## src/rtl/serial_readout_ctrl.sv

```systemverilog
// serial_readout_ctrl
// Sequences one MRAM read into the 16-bit parallel-to-serial shifter and
// drives its load/shift controls. The FSM runs IDLE -> READ -> LOAD -> SHIFT
// -> DRAIN -> IDLE. Every output is a flop. Each output shows the state that
// was left at the previous edge. Two exceptions act on the edge where they are
// sampled: an abort and a read timeout. Both clear the outputs and raise err.
//
// Optional feature: define SERIAL_READOUT_TIMEOUT_EN to build a READ-phase
// timeout of RD_TIMEOUT cycles. Without it, READ waits for mram_rdy forever.
module serial_readout_ctrl #(
    parameter int ADDR_W     = 10,
    parameter int RD_TIMEOUT = 15
) (
    input  logic              clk,
    input  logic              rst_n,
    input  logic              req,
    input  logic [ADDR_W-1:0] req_addr,
    input  logic [1:0]        req_word_sel,
    input  logic              abort,
    input  logic              mram_rdy,
    output logic              mram_rd,
    output logic [ADDR_W-1:0] mram_addr,
    output logic              ps_en,
    output logic              ps_load,
    output logic              ps_send,
    output logic [1:0]        ps_word_sel,
    output logic              busy,
    output logic              tx_valid,
    output logic              done,
    output logic              err
);

    typedef enum logic [2:0] {
        S_IDLE  = 3'd0,
        S_READ  = 3'd1,
        S_LOAD  = 3'd2,
        S_SHIFT = 3'd3,
        S_DRAIN = 3'd4
    } state_t;

    // Number of serial bits for a word select: full word or a single byte.
    function automatic logic [4:0] bits_for_sel(input logic [1:0] sel);
        logic [4:0] n;
        case (sel)
            2'b11:   n = 5'd16;
            2'b01:   n = 5'd8;
            2'b10:   n = 5'd8;
            default: n = 5'd8;
        endcase
        return n;
    endfunction

    // A word select of 00 names no bytes and is rejected.
    function automatic logic word_sel_legal(input logic [1:0] sel);
        return (sel != 2'b00);
    endfunction

    state_t              state_r;
    state_t              state_s;
    logic [4:0]          bit_cnt_r;
    logic [4:0]          bit_cnt_s;
    logic [ADDR_W-1:0]   addr_r;
    logic [1:0]          sel_r;
    logic                capture_s;

    logic                mram_rd_r,  mram_rd_s;
    logic                ps_en_r,    ps_en_s;
    logic                ps_load_r,  ps_load_s;
    logic                ps_send_r,  ps_send_s;
    logic                busy_r,     busy_s;
    logic                tx_valid_r, tx_valid_s;
    logic                done_r,     done_s;
    logic                err_r,      err_s;

    logic                abort_hit_s;
    logic                timeout_hit_s;
    logic                last_bit_s;

`ifdef SERIAL_READOUT_TIMEOUT_EN
    localparam int TO_W = ($clog2(RD_TIMEOUT + 1) < 4) ? 4 : $clog2(RD_TIMEOUT + 1);

    logic [TO_W-1:0] rd_cnt_r;

    // Count the cycles spent in READ. The count restarts whenever the FSM is in another state.
    always_ff @(posedge clk) begin
        if (!rst_n) begin
            rd_cnt_r <= '0;
        end else if (state_r == S_READ) begin
            rd_cnt_r <= rd_cnt_r + TO_W'(1);
        end else begin
            rd_cnt_r <= '0;
        end
    end

    // The timeout fires on the RD_TIMEOUT-th cycle in READ.
    // mram_rdy on that same cycle still takes priority in the FSM.
    assign timeout_hit_s = (state_r == S_READ) && (rd_cnt_r == TO_W'(RD_TIMEOUT - 1));
`else
    // The timeout is compiled out.
    // The parameter is still referenced, but the expression is constant false.
    assign timeout_hit_s = (RD_TIMEOUT < 32'sd0);
`endif

    // An abort matters only while a transaction is in flight.
    assign abort_hit_s = abort && (state_r != S_IDLE);

    // SHIFT ends after the count of bits for the captured word select.
    assign last_bit_s = (bit_cnt_r == (bits_for_sel(sel_r) - 5'd1));

    // Next-state and next-output logic.
    // Outputs describe the current state, except that abort clears them at once.
    always_comb begin
        state_s    = state_r;
        bit_cnt_s  = bit_cnt_r;
        capture_s  = 1'b0;
        mram_rd_s  = 1'b0;
        ps_en_s    = 1'b0;
        ps_load_s  = 1'b0;
        ps_send_s  = 1'b0;
        busy_s     = 1'b0;
        done_s     = 1'b0;
        err_s      = 1'b0;
        tx_valid_s = ps_send_r;

        if (abort_hit_s) begin
            // Drop everything, including the bit currently on data_out.
            state_s    = S_IDLE;
            err_s      = 1'b1;
            tx_valid_s = 1'b0;
        end else begin
            case (state_r)
                S_IDLE: begin
                    if (req) begin
                        if (word_sel_legal(req_word_sel)) begin
                            state_s   = S_READ;
                            capture_s = 1'b1;
                            busy_s    = 1'b1;
                        end else begin
                            err_s     = 1'b1;
                        end
                    end else begin
                        state_s = S_IDLE;
                    end
                end
                S_READ: begin
                    mram_rd_s = 1'b1;
                    ps_en_s   = 1'b1;
                    busy_s    = 1'b1;
                    if (mram_rdy) begin
                        state_s = S_LOAD;
                    end else if (timeout_hit_s) begin
                        state_s   = S_IDLE;
                        err_s     = 1'b1;
                        mram_rd_s = 1'b0;
                        ps_en_s   = 1'b0;
                        busy_s    = 1'b0;
                    end else begin
                        state_s = S_READ;
                    end
                end
                S_LOAD: begin
                    ps_load_s = 1'b1;
                    ps_en_s   = 1'b1;
                    busy_s    = 1'b1;
                    bit_cnt_s = 5'd0;
                    state_s   = S_SHIFT;
                end
                S_SHIFT: begin
                    ps_send_s = 1'b1;
                    ps_en_s   = 1'b1;
                    busy_s    = 1'b1;
                    // The counter saturates instead of wrapping.
                    if (bit_cnt_r == 5'd31) begin
                        bit_cnt_s = bit_cnt_r;
                    end else begin
                        bit_cnt_s = bit_cnt_r + 5'd1;
                    end
                    if (last_bit_s) begin
                        state_s = S_DRAIN;
                    end else begin
                        state_s = S_SHIFT;
                    end
                end
                S_DRAIN: begin
                    done_s  = 1'b1;
                    ps_en_s = 1'b1;
                    busy_s  = 1'b1;
                    state_s = S_IDLE;
                end
                default: begin
                    state_s = S_IDLE;
                end
            endcase
        end
    end

    // State, counter, captured request and output flops, with synchronous reset.
    always_ff @(posedge clk) begin
        if (!rst_n) begin
            state_r    <= S_IDLE;
            bit_cnt_r  <= 5'd0;
            addr_r     <= '0;
            sel_r      <= 2'b00;
            mram_rd_r  <= 1'b0;
            ps_en_r    <= 1'b0;
            ps_load_r  <= 1'b0;
            ps_send_r  <= 1'b0;
            busy_r     <= 1'b0;
            tx_valid_r <= 1'b0;
            done_r     <= 1'b0;
            err_r      <= 1'b0;
        end else begin
            state_r    <= state_s;
            bit_cnt_r  <= bit_cnt_s;
            mram_rd_r  <= mram_rd_s;
            ps_en_r    <= ps_en_s;
            ps_load_r  <= ps_load_s;
            ps_send_r  <= ps_send_s;
            busy_r     <= busy_s;
            tx_valid_r <= tx_valid_s;
            done_r     <= done_s;
            err_r      <= err_s;
            if (capture_s) begin
                addr_r <= req_addr;
                sel_r  <= req_word_sel;
            end else begin
                addr_r <= addr_r;
                sel_r  <= sel_r;
            end
        end
    end

    assign mram_rd     = mram_rd_r;
    assign mram_addr   = addr_r;
    assign ps_en       = ps_en_r;
    assign ps_load     = ps_load_r;
    assign ps_send     = ps_send_r;
    assign ps_word_sel = sel_r;
    assign busy        = busy_r;
    assign tx_valid    = tx_valid_r;
    assign done        = done_r;
    assign err         = err_r;

endmodule

```

## config.mk

```make
export PLATFORM = sky130hd
export DESIGN_NAME = serial_readout_ctrl
export DESIGN_NICKNAME = d
export VERILOG_FILES = /design/src/rtl/serial_readout_ctrl.sv
export SDC_FILE = /design/constraint.sdc
export NUM_CORES = 1
export LEC_CHECK = 0
export BUFFER_PORTS_ARGS = -buffer_cell sky130_fd_sc_hd__buf_2
export CAP_MARGIN = 0
export CORE_MARGIN = 5
export CORE_UTILIZATION = 28
export DETAILED_ROUTE_END_ITERATION = 12
export PLACE_DENSITY_LB_ADDON = 0.3
export SYNTH_ARGS = -nofsm -noshare
export SYNTH_HDL_FRONTEND = slang
export SYNTH_SLANG_ARGS = --single-unit
export TNS_END_PERCENT = 5
```

## constraint.sdc

```tcl
create_clock -name clk -period 2.35 [get_ports clk]
set_clock_uncertainty 0.05 [all_clocks]
set_input_delay 0.1175 -clock clk [delete_from_list [all_inputs] [get_ports clk]]
set_output_delay 0.1175 -clock clk [all_outputs]
set_load 0.02 [all_outputs]
```

**After elaboration in Yosys (flattened, before gate mapping)**

Cells that the tools add are included.

- Output and inout bits: 20
- Register bits: 28
- Logic and storage cells: 55
- Input port bits: 17

- Equal/unequal tests: 9
- Bitwise gates (word level): 2
- $add $sub $neg: 2
- Muxes and demuxes: 22
- Reductions and logical operators: 8

Operators with widths:

| cell | count |
|---|---|
| 2-to-1 mux 1 bit | 13 |
| case mux 3 bit (4 select lines) | 1 |
| 2-to-1 mux 5 bit | 2 |
| case mux 5 bit (2 select lines) | 1 |
| 2-to-1 mux 3 bit | 3 |
| == test 3 x 2 -> 1 bit, second input constant | 2 |
| adder 5 x 1 -> 5 bit, second input constant | 1 |
| == test 5 bit | 1 |
| == test 5 bit, second input constant | 1 |
| subtractor 5 x 1 -> 5 bit, second input constant | 1 |
| nonzero test 2 bit | 2 |
| OR reduction 4 bit | 1 |
| == test 3 x 1 -> 1 bit, second input constant | 1 |
| == test 3 bit, second input constant | 1 |
| logical NOT 3 bit | 1 |
| inequality test 3 bit, second input constant | 1 |
| AND reduction 3 bit | 1 |
| nonzero test 3 bit | 1 |
| == test 2 bit, second input constant | 1 |
| 2-to-1 mux 2 bit | 1 |
| inequality test 2 bit, second input constant | 1 |
| NOT 1 bit | 2 |
| case mux 1 bit (2 select lines) | 1 |
| OR reduction 2 bit | 1 |
| logical AND 1 bit | 1 |

**Logic depth before layout (Yosys ltp)**

- Depth in word-level cells: 6
- Mapped depth: 7
- Depth with buffers taken out: 6

**Worst setup path after synthesis**

OpenSTA, ideal clock, no wires.

- Path type: reg-to-reg
- From: register bit_cnt_r[0]
- To: register bit_cnt_r[3]
- Setup slack: 0.459 ns
- Arrival: 1.771 ns
- Setup time: 0.070 ns
- Path buffers: 1
- Cell stages (with the launch flop): 8
- Required time: 2.230 ns
- Path through: dfxtp_1 > ha_1 > and3_1 > ha_1 > and2_1 > clkbuf_1 > or4_1 > a21oi_1

- Cells in the longest elaborated chain, start to end: 3
- Elaborated cells between the ends (all ways): 6

Ends and longest elaborated chain:

| what | RTL line | source |
|---|---|---|
| start, declared | 60 | `logic [4:0] bit_cnt_r;` |
| start signal, assigned | 214 | `bit_cnt_r <= bit_cnt_s;` |
| adder 5 x 1 -> 5 bit or == test 5 bit (tied branches) | 176, 173 |  |
| 2-to-1 mux 5 bit or inequality test 2 bit (tied branches) | -- |  |
| case mux 5 bit (2 select lines) or AND reduction 3 bit (tied branches) | -- |  |

Parallel ways exist; a longest one is shown, timed or not. The select of a mux whose other input is x is not followed.
A chain may end at the register's enable or synchronous reset.

**Worst setup path in the final report**

Ends and elaborated chain as after synthesis.

==> run_results.csv <==
group,metric,value,unit
status,outcome,"completed",
critical_path,worst-r2r-setup-slack,0.41,ns
yosys,synth-edff-count,0,
clock_network,clkLatencyLatePin,0.27,ns
critical_path,cp-end-kind,"flop",
timing,rsz0062_at_grt,"no",
placed_design,place_inst,218,
global_routing,antenna_found_initial,0,
critical_path,cpMostUsedCell,"ha_1",
power,power_frac_seq,0.495,
drt,drc,0,
clock_network,cts_made_buffers,3,
timing,worst_slew_pin_slew,0.674,ns
layout,diodes,0,
power,p_leak,0.641,nW
drt,ant_nets,0,
critical_path,r2r-end,"bit_cnt_r[3]",
global_routing,grt_max_degree,22,
clock_network,cts_hold_buf,0,
critical_path,slowest_stage,"or4_1",
global_routing,grt_pass1_vias,1042,
timing,fmax,514,MHz
drt,firstDrtPassIters,4,
yosys,synth_compound_area_frac,0.248,
power,p_clk_frac,0.362,
min_path,hold_start,"req_addr[9]",
timing,post-route-period-util,0.827,
clock_network,root_buffer,"clkbuf_8",
power,power_density,694,nW/um2
yosys,yosys.area_share.xor_xnor,0.00709,
floorplan,die_y,76.4,um
placed_design,hpwlAfterDp,2100,um
yosys,syn_area,1230,um2
critical_path,critPathKind,"flop to flop",
yosys,synthCells,141,
clock_network,h-tree-depth,1,
layout,area_growth,22.3,%
global_routing,overflow,0,
timing,slew_headroom,0.545,
placed_design,gp_congestion,0.767,
timing,final-setup-viol-count,0,
yosys,synthFlopType,"dfxtp_1",
clock_network,cts_setup_buffers,0,
critical_path,rr_worst_depth,6,
critical_path,critPathMaxStageDelay,0.51,ns
global_routing,grtUsageMet2,0.152,
yosys,async_flop_share,0,
timing,hold_viol,0,
yosys,yosys_warnings,0,
yosys,synth.avg_cell_area,8.76,um2
clock_network,cts_tree,"built",
layout,finalNonFillerCells,222,
timing,slew_viol_final,0,
floorplan,core-area,4320,um2
critical_path,crit_chain,"ha_1 > and3_1 > ha_1 > and2_1 > or4_1 > a21oi_1",
layout,fin_nets,190,
timing,period_needed,1.94,ns
drt,via_count,1116,
global_routing,grtUsageMet3,0.0496,
drt,wl_per_cell,13.0,um
critical_path,crit_family,"simple AND/OR/NAND/NOR gates",
critical_path,r2r-start,"bit_cnt_r[0]",
yosys,synth_fp_nets,160,
critical_path,crit_buf_inv,0,
run,maxCapViolCount,0,
power,netSwitchingFraction,0.249,
global_routing,grt.total_usage,0.104,
floorplan,num_rows,24,
critical_path,required,2.51,ns
min_path,whs_path_depth,3,
placed_design,io_buffer_count,36,
placed_design,place_ws,0.460,ns
yosys,synthMuxAreaShare,0,
timing,finalWorstSetupSlack,0.406,ns
min_path,whs_endpoint,"mram_addr[9]",
global_routing,grt_pass1_wl,5060,um
floorplan,die_area,5840,um2
drt,via_per_inst,5.03,
power,p_total,1.05,mW
global_routing,met1_usage,0.137,
min_path,hold_class,"input pin to flop",
global_routing,grt_busiest_layer,"met2",
power,p_comb_frac,0.143,
clock_network,clock_sinks,28,
critical_path,cp.arrival,2.10,ns
yosys,synth_top_family_by_area,"compound AO/OA/AOI/OAI gates",
timing,finalSetupTns,0,ns
critical_path,cp-start-kind,"flop",
yosys,synthSimpleGateAreaFrac,0.205,
clock_network,cts_max_path_buffers,2,
drt,routed_wl,2890,um
yosys,ys_types,39,
yosys,synth_seq_area_share,0.454,
yosys,synth_seq_cells,28,
floorplan,io_pins,37,
floorplan,start_util,0.286,
power,power_switching,0.261,mW
layout,drive_above_1_share,0.265,
drt,drt-initial-drc-count,80,
clock_network,clk_pin_slew_worst_paths,0.10,ns
clock_network,post_cts_resized,0,
floorplan,die_x,76.4,um
critical_path,crit_path_max_fanout,8,
power,cell_internal_pwr,0.786,mW
yosys,synth-adder-area-share,0.0203,
power,vdd_drop_max,0.335,mV
sequential cells by signal, summed over array words and instances (netlist names):
name         flops
tx_valid         1
done             1
bit_cnt_r        5
state_r          3
ps_word_sel      2
ps_send          1
ps_en            1
ps_load          1
err              1
mram_addr       10
busy             1
mram_rd          1
power by group through the flow:
| stage | logic (mW) | registers [mW] | clock network, mW |
|---|---|---|---|
| after floorplan | 0.0786 | 0.548 | 0 |
| after global placement | 0.153 | 0.530 | 0 |
| after detailed placement | 0.152 | 0.530 | 0 |
| after CTS | 0.153 | 0.519 | 0.399 |
| after global routing | 0.168 | 0.524 | 0.416 |
| final | 0.150 | 0.519 | 0.379 |
routing by layer:
layer	up-vias	wire (um)	part of all wire
li1	567	-	-
met1	507	1380	0.48
met2	40	1190	0.41
met3	2	300	0.10
met4	0	15	0.0052
met5	-	0	0
tightest hold or removal path: stages:
cell,delay [ns]
buf_2,0.09
nand3_1,0.05
a21boi_1,0.05
logic make-up (layout without fill, tap and decap cells):
kind of cell	after synthesis	count (layout)
compound gates	47	47
xor+xnor	1	1
fa+ha+maj	2	2
buf+inv	19	48
flops	28	28
simple gates	44	44
layout by cell type (no fill, tap or decap), types with 2 or more instances in the layout:
cell        n
and2_1      2
dfxtp_1    28
o31ai_1     3
a21boi_0   13
inv_1       7
nand4_1     2
and3_1      3
o21ai_0    17
ha_1        2
a21oi_1     4
nand3_1    13
nor2_1      4
clkbuf_8    3
buf_2      36
or4_1       2
a2111oi_0   3
nand2_1     5
nor2b_1     2
worst max-delay path by stage:
stage	slack [ns]	from	cells past startpoint	endpoint
3_5_place_dp	0.46	bit_cnt_r[0]	6	bit_cnt_r[3]
2_1_floorplan	0.46	bit_cnt_r[0]	7	bit_cnt_r[3]
4_1_cts	0.41	bit_cnt_r[0]	6	bit_cnt_r[3]
6_report	0.41	bit_cnt_r[0]	6	bit_cnt_r[3]
5_1_grt	0.24	bit_cnt_r[0]	6	bit_cnt_r[3]
3_3_place_gp	0.48	bit_cnt_r[0]	6	bit_cnt_r[3]
synthesized netlist by cell type, types with 2 or more instances:
| master | count | area, um2 |
|---|---|---|
| o21ai_0 | 17 | 85.1 |
| inv_1 | 7 | 26.3 |
| nand4_1 | 2 | 12.5 |
| a21oi_1 | 4 | 20.0 |
| a21boi_0 | 13 | 97.6 |
| or4_1 | 2 | 15.0 |
| a2111oi_0 | 3 | 26.3 |
| nor2_1 | 4 | 15.0 |
| dfxtp_1 | 28 | 561 |
| o31ai_1 | 3 | 22.5 |
| and3_1 | 3 | 18.8 |
| nor2b_1 | 2 | 12.5 |
| and2_1 | 2 | 12.5 |
| nand3_1 | 13 | 65.1 |
| nand2_1 | 5 | 18.8 |
| ha_1 | 2 | 25.0 |
| clkbuf_1 | 9 | 33.8 |
stage by stage:
stage                      util  cell area [um2]  hold WS (ns)
final                     0.349             1510        0.0361
after global routing      0.349             1510        0.0170
after CTS                 0.349             1510        0.0244
after detailed placement  0.333             1440         0.334
after global placement    0.333             1440         0.333
after floorplan               -             1230         0.212
layout make-up:
cell class / count / area (um2)
timing repair buffer: 37 / 188
clock inverter: 1 / 30.0
inverter: 7 / 26.3
fill: 496 / 2810
tap: 52 / 65.1
sequential: 28 / 561
clock buffer: 3 / 41.3
multi-input combinational: 94 / 599
No activity file was read; power rests on OpenSTA's default activity.
